**src/rtl/pipeline_pkg.sv**
```systemverilog
// pipeline_pkg: shared widths, the EX->MEM beat layout and the skid-buffer state encoding.
//   DATA_W / VDATA_W / REG_AW : scalar, vector and register-address widths
//   ex_mem_beat_t             : one EX->MEM beat, control bits first, then the data fields
//   skid_state_t              : occupancy of the two-entry skid buffer
package pipeline_pkg;
    localparam int DATA_W  = 32;
    localparam int VDATA_W = 128;
    localparam int REG_AW  = 4;

    typedef struct packed {
        logic               pcSrc;
        logic               regWrite;
        logic               memWrite;
        logic               memtoReg;
        logic               vec;
        logic [DATA_W-1:0]  aluResult;
        logic [DATA_W-1:0]  writeData;
        logic [VDATA_W-1:0] vResult;
        logic [REG_AW-1:0]  wa3;
    } ex_mem_beat_t;

    typedef enum logic [1:0] {EMPTY, ONE, TWO} skid_state_t;
endpackage

```
**src/rtl/em_slot_reg.sv**
```systemverilog
// em_slot_reg: one storage slot of the EX->MEM skid buffer.
//   clk : rising-edge clock
//   rst : synchronous reset, active-low, clears the slot
//   en  : load d on this edge
//   d   : incoming beat
//   q   : stored beat
module em_slot_reg
    import pipeline_pkg::*;
(
    input  logic         clk,
    input  logic         rst,
    input  logic         en,
    input  ex_mem_beat_t d,
    output ex_mem_beat_t q
);
    always_ff @(posedge clk) begin
        if (!rst)
            q <= '0;
        else if (en)
            q <= d;
    end
endmodule

```
**src/rtl/execute_memory_skid_buffer.sv**
```systemverilog
// execute_memory_skid_buffer: two-entry skid buffer at the EX->MEM boundary.
//   clk, rst          : rising-edge clock, synchronous active-low reset
//   in_valid/in_ready : EX-side handshake; flush kills the beat currently offered
//   *E / *ECU inputs  : condition-gated control and results of the EX beat
//   out_valid/out_ready : MEM-side handshake
//   *M outputs        : head beat, forced to 0 whenever out_valid is low
module execute_memory_skid_buffer
    import pipeline_pkg::*;
(
    input  logic               clk,
    input  logic               rst,
    input  logic               in_valid,
    output logic               in_ready,
    input  logic               flush,
    input  logic               PCSrcECU,
    input  logic               RegWriteECU,
    input  logic               MemWriteECU,
    input  logic               MemtoRegE,
    input  logic               VecE,
    input  logic [DATA_W-1:0]  ALUResultE,
    input  logic [DATA_W-1:0]  WriteDataE,
    input  logic [VDATA_W-1:0] VResultE,
    input  logic [REG_AW-1:0]  WA3E,
    output logic               out_valid,
    input  logic               out_ready,
    output logic               PCSrcM,
    output logic               RegWriteM,
    output logic               MemWriteM,
    output logic               MemtoRegM,
    output logic               VecM,
    output logic [DATA_W-1:0]  ALUResultM,
    output logic [DATA_W-1:0]  WriteDataM,
    output logic [VDATA_W-1:0] VResultM,
    output logic [REG_AW-1:0]  WA3M
);
    skid_state_t  state, stateNext;
    ex_mem_beat_t beatIn, slotA, slotB, slotAD, beatOut;
    logic         initDone, inFire, outFire, loadA, loadB;

    assign beatIn = '{PCSrcECU, RegWriteECU, MemWriteECU, MemtoRegE, VecE,
                      ALUResultE, WriteDataE, VResultE, WA3E};

    // initDone keeps in_ready low while reset is held and rises on the first
    // edge after release, so in_ready stays a pure register decode.
    assign in_ready  = initDone && state != TWO;
    assign out_valid = state != EMPTY;
    assign inFire    = in_valid && in_ready && !flush;
    assign outFire   = out_valid && out_ready;

    // A is refilled from the input while it is empty or draining with a new beat
    // arriving; from TWO it takes the skid entry.
    assign loadA  = (state == EMPTY && inFire) || (state == ONE && inFire && outFire) ||
                    (state == TWO && outFire);
    assign loadB  = state == ONE && inFire && !outFire;
    assign slotAD = state == TWO ? slotB : beatIn;

    always_comb begin
        stateNext = state;
        case (state)
            EMPTY:   stateNext = inFire ? ONE : EMPTY;
            ONE:     stateNext = (inFire && !outFire) ? TWO : (!inFire && outFire) ? EMPTY : ONE;
            TWO:     stateNext = outFire ? ONE : TWO;
            default: stateNext = EMPTY;
        endcase
    end

    always_ff @(posedge clk) begin
        if (!rst) begin
            state    <= EMPTY;
            initDone <= 1'b0;
        end else begin
            state    <= stateNext;
            initDone <= 1'b1;
        end
    end

    em_slot_reg uSlotA (.clk(clk), .rst(rst), .en(loadA), .d(slotAD), .q(slotA));
    em_slot_reg uSlotB (.clk(clk), .rst(rst), .en(loadB), .d(beatIn), .q(slotB));

    // Stale slot contents must never leak out as spurious write enables.
    assign beatOut = out_valid ? slotA : '0;
    assign {PCSrcM, RegWriteM, MemWriteM, MemtoRegM, VecM,
            ALUResultM, WriteDataM, VResultM, WA3M} = beatOut;
endmodule
```
**config.mk**
```make
export PLATFORM = sky130hd
export DESIGN_NAME = execute_memory_skid_buffer
export DESIGN_NICKNAME = d
export VERILOG_FILES = /design/src/rtl/pipeline_pkg.sv /design/src/rtl/em_slot_reg.sv /design/src/rtl/execute_memory_skid_buffer.sv
export SDC_FILE = /design/constraint.sdc
export NUM_CORES = 1
export LEC_CHECK = 0
export ABC_AREA = 1
export ABC_CLOCK_PERIOD_IN_PS = 2250
export CORE_AREA = 2 2 219 221
export CTS_CLUSTER_SIZE = 8
export DETAILED_ROUTE_END_ITERATION = 8
export DIE_AREA = 0 0 221 223
export PLACE_DENSITY = 0.81
export SLEW_MARGIN = 30
export SYNTH_ARGS = -nofsm -noshare
export SYNTH_HDL_FRONTEND = slang
export SYNTH_HIERARCHICAL = 1
export SYNTH_SLANG_ARGS = --single-unit
export TNS_END_PERCENT = 30
```
**constraint.sdc**
```tcl
create_clock -name clk -period 2.25 [get_ports clk]
set_clock_uncertainty 0.1 [all_clocks]
set_input_delay 0.45 -clock clk [delete_from_list [all_inputs] [get_ports clk]]
set_output_delay 0.45 -clock clk [all_outputs]
set_load 0.1 [all_outputs]
```
# [Yosys cells after proc, flatten, opt, wreduce, memory -nomap -nowiden]
# Index checks and enable logic that the tools add are counted.
[totals] reg_bits=405 wordCells=49 out_inout_bits=203
[op_classes] n_reduce_logical=18 mux=8 eq_ne=3
[op_table] op="2-to-1 mux 201 bit" n=2
[op_table] op="logical AND 1 bit" n=11
[op_table] op="case mux 2 bit (3 select lines)" n=1
[op_table] op="2-to-1 mux 2 bit" n=2
[op_table] op="zero test 1 bit" n=3
[op_table] op="2-to-1 mux 1 bit" n=3
[op_table] op="== test 2 x 1 -> 1 bit (second input constant)" n=1
[op_table] op="== test 2 bit (second input constant)" n=1
[op_table] op="zero test 2 bit" n=1
[op_table] op="logical OR 1 bit" n=2
[op_table] op="inequality test 2 bit (second input constant)" n=1
[op_table] op="nonzero test 2 bit" n=1

# [Longest topological paths before layout]
[logic_depth] word_depth=9 depth_mapped=12 depth_no_buf=9

# [Modules after synthesis]
# The synthesis kept the hierarchy.
[modules_own_cells] module="em_slot_reg" cells_each=1273 area_each_um2=8331.7 n_inst=2 seq_area_each_um2=4023.9
[modules_own_cells] module="execute_memory_skid_buffer" cells_each=1104 area_each_um2=4306.6 n_inst=1 seq_area_each_um2=60.1

# [Worst setup path after synthesis]
# Ideal clock, no wire load.
[synth_timing] path_type="register to register" startpoint="register state[0]" endpoint="register uSlotB/q[100] in the netlist's numbering" path_slack_ns=-0.759 t_arrival_ns=2.796 path_stages_with_launch=12 synth_period_minus_slack_ns=3.009 cell_sequence="dfxtp_1 -> nor2_4 -> buf_4 -> nor2_1 -> nand3_1 -> nor2_1 -> buf_6 -> buf_6 -> buf_6 -> nand2_1 -> nand2_1 -> nor2_1"
[synth_via] elab_chain_cells=6 elab_cells_between_ends=10 classes_between="eq/ne: 2; reduce/logical: 8"
[synth_rtl] item="start: declaration" line="execute_memory_skid_buffer.sv:36" text="skid_state_t state, stateNext;"
[synth_rtl] item="start signal: assignment" line="execute_memory_skid_buffer.sv:72" text="state <= stateNext;"
[synth_rtl] item="inequality test 2 bit" line="execute_memory_skid_buffer.sv:45" text="assign in_ready = initDone && state != TWO;"
[synth_rtl] item="logical AND 1 bit" line="execute_memory_skid_buffer.sv:45"
[synth_rtl] item="named net in_ready" line="execute_memory_skid_buffer.sv:13" text="output logic in_ready,"
[synth_rtl] item="logical AND 1 bit (2 in a row)" line="execute_memory_skid_buffer.sv:47" text="assign inFire = in_valid && in_ready && !flush;"
[synth_rtl] item="logical AND 1 bit (2 in a row)" line="execute_memory_skid_buffer.sv:54" text="assign loadB = state == ONE && inFire && !outFire;"
[synth_rtl] item="named net loadB" line="execute_memory_skid_buffer.sv:38" text="logic initDone, inFire, outFire, loadA, loadB;"
[synth_rtl] item="end signal: assignment" line="em_slot_reg.sv:18" text="q <= '0;"
[synth_rtl] item="end signal: assignment" line="em_slot_reg.sv:20" text="q <= d;"
[synth_rtl] item="end: declaration" line="em_slot_reg.sv:14" text="output ex_mem_beat_t q"
# The timed path passes the listed nets, and every way through them passes these cells.
# A chain may end at the register's enable or synchronous reset.

# [Final worst setup path]
[layout_timing] startpoint="register state[0]" endpoint="output port VResultM[65]"
[layout_via] elab_chain_cells=2
[layout_rtl] item="nonzero test 2 bit" line="execute_memory_skid_buffer.sv:46" text="assign out_valid = state != EMPTY;"
[layout_rtl] item="2-to-1 mux 201 bit" line="execute_memory_skid_buffer.sv:81" text="assign beatOut = out_valid ? slotA : '0;"
[layout_rtl] item="end: declaration" line="execute_memory_skid_buffer.sv:33" text="output logic [VDATA_W-1:0] VResultM,"
# No other way between the ends.

==> results by stage <==
Worst setup path:
- The category of the critical setup timing path is flop to primary output.
- Data on the critical path is required at its endpoint by 1.70 ns.
- The endpoint kind of the worst setup timing path is a primary output.
- The cell with the largest stage delay on the worst path is sky130_fd_sc_hd__dfxtp_4.
- In this run the worst path has a maximum fanout of 8.
- The signal on the critical path passes through nor2_4 -> buf_12 -> clkbuf_16 -> buf_16 -> nor2_2 -> buf_12.
- The worst stage delay on the critical path is 0.38 ns.
- The critical path data arrival time is 1.87 ns.
- The worst setup path is launched from a flop.
- The cell repeated most along the worst path is sky130_fd_sc_hd__buf_12.

Synthesis:
- During synthesis, Yosys emitted a total of 6 warnings.
- Sequential elements use 38.7% of the synthesized area.
- The fraction of post-synthesis cell area in the top cell type by area is 38.7%.
- The number of distinct library cell variants in the gate-level netlist after synthesis is 16.
- By area the synthesized netlist is led by sky130_fd_sc_hd__dfxtp_1 (39%), sky130_fd_sc_hd__nand2_1 (25%), sky130_fd_sc_hd__nor2_1 (18%).
- Averaged over all synthesized cells, the footprint is 5.75 sq um.
- The post-synthesis instance area is 0.0210 sq mm.
- The instance count of the mapped netlist is 3650.
- The number of nets in the synthesized netlist is 3857.
- The cell type with the largest total area after synthesis is sky130_fd_sc_hd__dfxtp_1.
- Synthesis inferred 405 register bits.

Cells and area:
- The share of cells above drive strength 1 is 14.5%.
- The area added between synthesis and finish is 46.0%.
- The combined flip-flop and latch cell area is 0.00812 sq mm.
- The net count of the finished layout is 4240.
- Counting the fill cells in the layout gives 3810.
- The area of all placed cells without fillers is 0.0306 sq mm.
- The multi-input combinational cell area is 0.0101 sq mm.

Die:
- The die is 221 um wide.
- The area of the placeable core is 0.0471 sq mm.
- The starting utilization of the core area is 44.5%.
- The floorplan step defined a die boundary enclosing 0.0493 sq mm.
- The vertical die dimension is 223 um.
- For this design the top-level I/O count stands at 409.
- The floorplan has 80 rows.

Timing:
- The worst-case headroom to the max-slew limit is 50.0%.
- Setup repair after global routing could not meet its margin everywhere.
- The final critical path takes up 108% of the cycle.
- The count of final hold-check violations is 0.
- The transition time at the pin with the least slew margin is 0.750 ns.
- Once routing completed, OpenROAD measured the worst setup slack at -0.175 ns.
- The highest clock frequency the design can meet is 412 MHz.
- The number of slew-limit violations in the final report was 0.
- Setup violations remaining at the end of the flow were counted as 202.
- The clock period minus final worst setup slack is 2.42 ns.

Worst hold path:
- The worst min-delay path category is input port to flop.

Power and ir drop:
- Net switching is 26.7% of the power.
- The standby leakage power is 14.4 nW.
- The analysis attributes to net switching a power of 4.78 mW.
- The total internal power is 13.1 mW.
- Of the total power, combinational logic draws 15.9%.
- IR analysis of the VDD net gives a maximum drop of 0.000622 V.
- The share of power burned in registers is 42.3%.
- The clock network burns 41.8% of the power.
- The cell area power density is 585 mW/mm^2.

Placed design:
- The half-perimeter wire length of the detailed placement result is 38.7 mm.
- Routability-driven placement finished with a final weighted congestion of 0.852.
- The count of buffers added on input and output ports is 408.
- The post-placement cell area is 0.0277 sq mm.
- At the placement stage, the worst setup path has a slack of -0.0306 ns.

Run:
- The reported max-cap violation count is 0.

GRT:
- The initial antenna violation count is 17.
- Global routing used 23.7% of the available tracks.
- The via count of the first global-routing pass is 19.9k.
- The final global-route overflow total is 0.
- Entering global routing, the biggest net connects 97 pins.
- The first global-routing pass estimated 97.0 mm of wire.

Run status:
- The checks that failed: setup timing.
- The run finished, with violations left.

CTS:
- Counting along the longest clock path gives a buffer depth of 3.
- The CTS H-tree depth is 2.
- The total CTS buffers is 56.
- The root buffer cell chosen for the clock tree is sky130_fd_sc_hd__clkbuf_16.
- TritonCTS built the clock tree.
- CTS saw 405 sinks.
- The clock-pin slew reported for the worst setup and hold paths after clock tree synthesis is 0.06 ns.
- The clock reaches the later pin of the worst-skew pair after 0.59 ns.

Detailed routing:
- The detailed-routing iteration count for the pre-antenna-repair pass is 5.
- The vias per cell is 4.58.
- The met3 wirelength from detailed routing is 3.32 mm.
- The count of antenna-violating nets left after detailed routing is 0.
- Wires add up to 63.1 mm.
- After detailed routing, the wire length on met1 is 25.2 mm.
- The final routed DRC violation total is 0.
- The mean routed wirelength per cell is 13.5 um.
- The highest routed metal layer is met5.
- The starting DRC count in detailed routing is 1610.
- The via count is 21.4k.
- Wire segments on met2 add up to 30.9 mm in the final route.
[placed cells by master (no fill, tap or decap), drive strengths merged]
cell	n
nand2	1413
nor2	1011
inv	612
dfxtp	405
buf	312
clkdlybuf4s50	204
clkbuf	69
diode	16
nand3	3
nand4	2
a21oi	2
nor4	1
ha	1
clkinv	1
[sequential cells by signal, summed over array words and instances (netlist names)]
name and count:
uSlotA/q 201, uSlotB/q 201, state 2, initDone 1
[cell usage after synthesis]
master,number
sky130_fd_sc_hd__ha_1,1
sky130_fd_sc_hd__nor2_4,1
sky130_fd_sc_hd__nand3_1,3
sky130_fd_sc_hd__buf_2,104
sky130_fd_sc_hd__nand2_1,1413
sky130_fd_sc_hd__inv_1,610
sky130_fd_sc_hd__nand4_1,2
sky130_fd_sc_hd__nor4_1,1
sky130_fd_sc_hd__clkbuf_1,4
sky130_fd_sc_hd__nor2_1,1010
sky130_fd_sc_hd__dfxtp_1,405
sky130_fd_sc_hd__buf_4,39
sky130_fd_sc_hd__a21oi_1,2
sky130_fd_sc_hd__buf_1,3
sky130_fd_sc_hd__buf_6,50
sky130_fd_sc_hd__inv_2,2
[power groups by stage]
stage	Sequential [mW]	Combinational [mW]	Clock, mW
after global placement	7.70	2.44	0
after detailed placement	7.71	2.48	0
after CTS	7.56	2.68	7.68
final	7.57	2.84	7.49
after floorplan	7.67	1.55	0
after global routing	7.59	3.10	7.97
[per-stage QoR]
stage          power (mW)  hold WS (ns)  std cells  utilization [%]  TNS (ns)
2_1_floorplan        9.22         0.349       3650                -    -69.80
3_3_place_gp         10.1         0.356       4570             58.8         0
3_5_place_dp         10.2         0.362       4570             58.8    -0.821
4_1_cts              17.9        0.0263       4640             63.8    -36.71
5_1_grt              18.7        0.0356       4667             65.0    -35.27
6_report             17.9        0.0726       4667             65.0    -21.18
[repair_timing]
action / 4_1_cts / 5_1_grt
hold buffers: 0 / 0
endpoints found under the setup margin: 202 / 202
buffers inserted: 4 / 1
gates cloned: 5 / 10
resized for setup: 225 / 70
pin swaps: 1 / 3
[cells by family (layout without fill, tap and decap cells)]
group	Yosys count	in the layout	share of synthesized area (%)
adder cells (fa/ha/maj)	1	1	0.0597
flip-flops	405	405	38.7
other	0	16	0
AO/OA/AOI/OAI	2	2	0.0477
AND/OR/NAND/NOR	2430	2430	43.6
buffers and inverters	812	1198	17.6
[final cells by class]
type                            instances  area share (%)
Clock buffer                           60            4.80
Inverter                              612            7.52
Sequential cell                       405            26.5
Antenna cell                           16           0.131
Timing Repair Buffer                  525            25.6
Multi-Input combinational cell       2433            32.9
Clock inverter                          1          0.0531
Tap cell                              615            2.51
[critical path: cells and delay by family (launching register included)]
family | cells | cell delay, ns
buffers and inverters | 4 | 0.69
DFF | 1 | 0.38
and+or+nand+nor | 2 | 0.18
[final timing paths]
path                                   start                    endpoint  slack, ns  depth (start not counted)
hold reg to reg   uSlotB/q[170]$_SDFFE_PN0P_  uSlotB/q[170]$_SDFFE_PN0P_       0.37                          2
setup / recovery         state[0]$_SDFF_PN0_                VResultM[65]      -0.17                          6
setup reg to reg         state[1]$_SDFF_PN0_   uSlotA/q[89]$_SDFFE_PN0P_       0.15                         11
hold / removal                           rst            initDone$_DFF_P_       0.07                          1
[metal layers]
| layer | GRT usage, % | vias to the layer above |
|---|---|---|
| li1 | - | 11000 |
| met1 | 27.4 | 9530 |
| met2 | 41.0 | 661 |
| met3 | 3.95 | 208 |
| met4 | 14.5 | 2 |
| met5 | 0 | - |
Power figures use the tool's default switching activity.
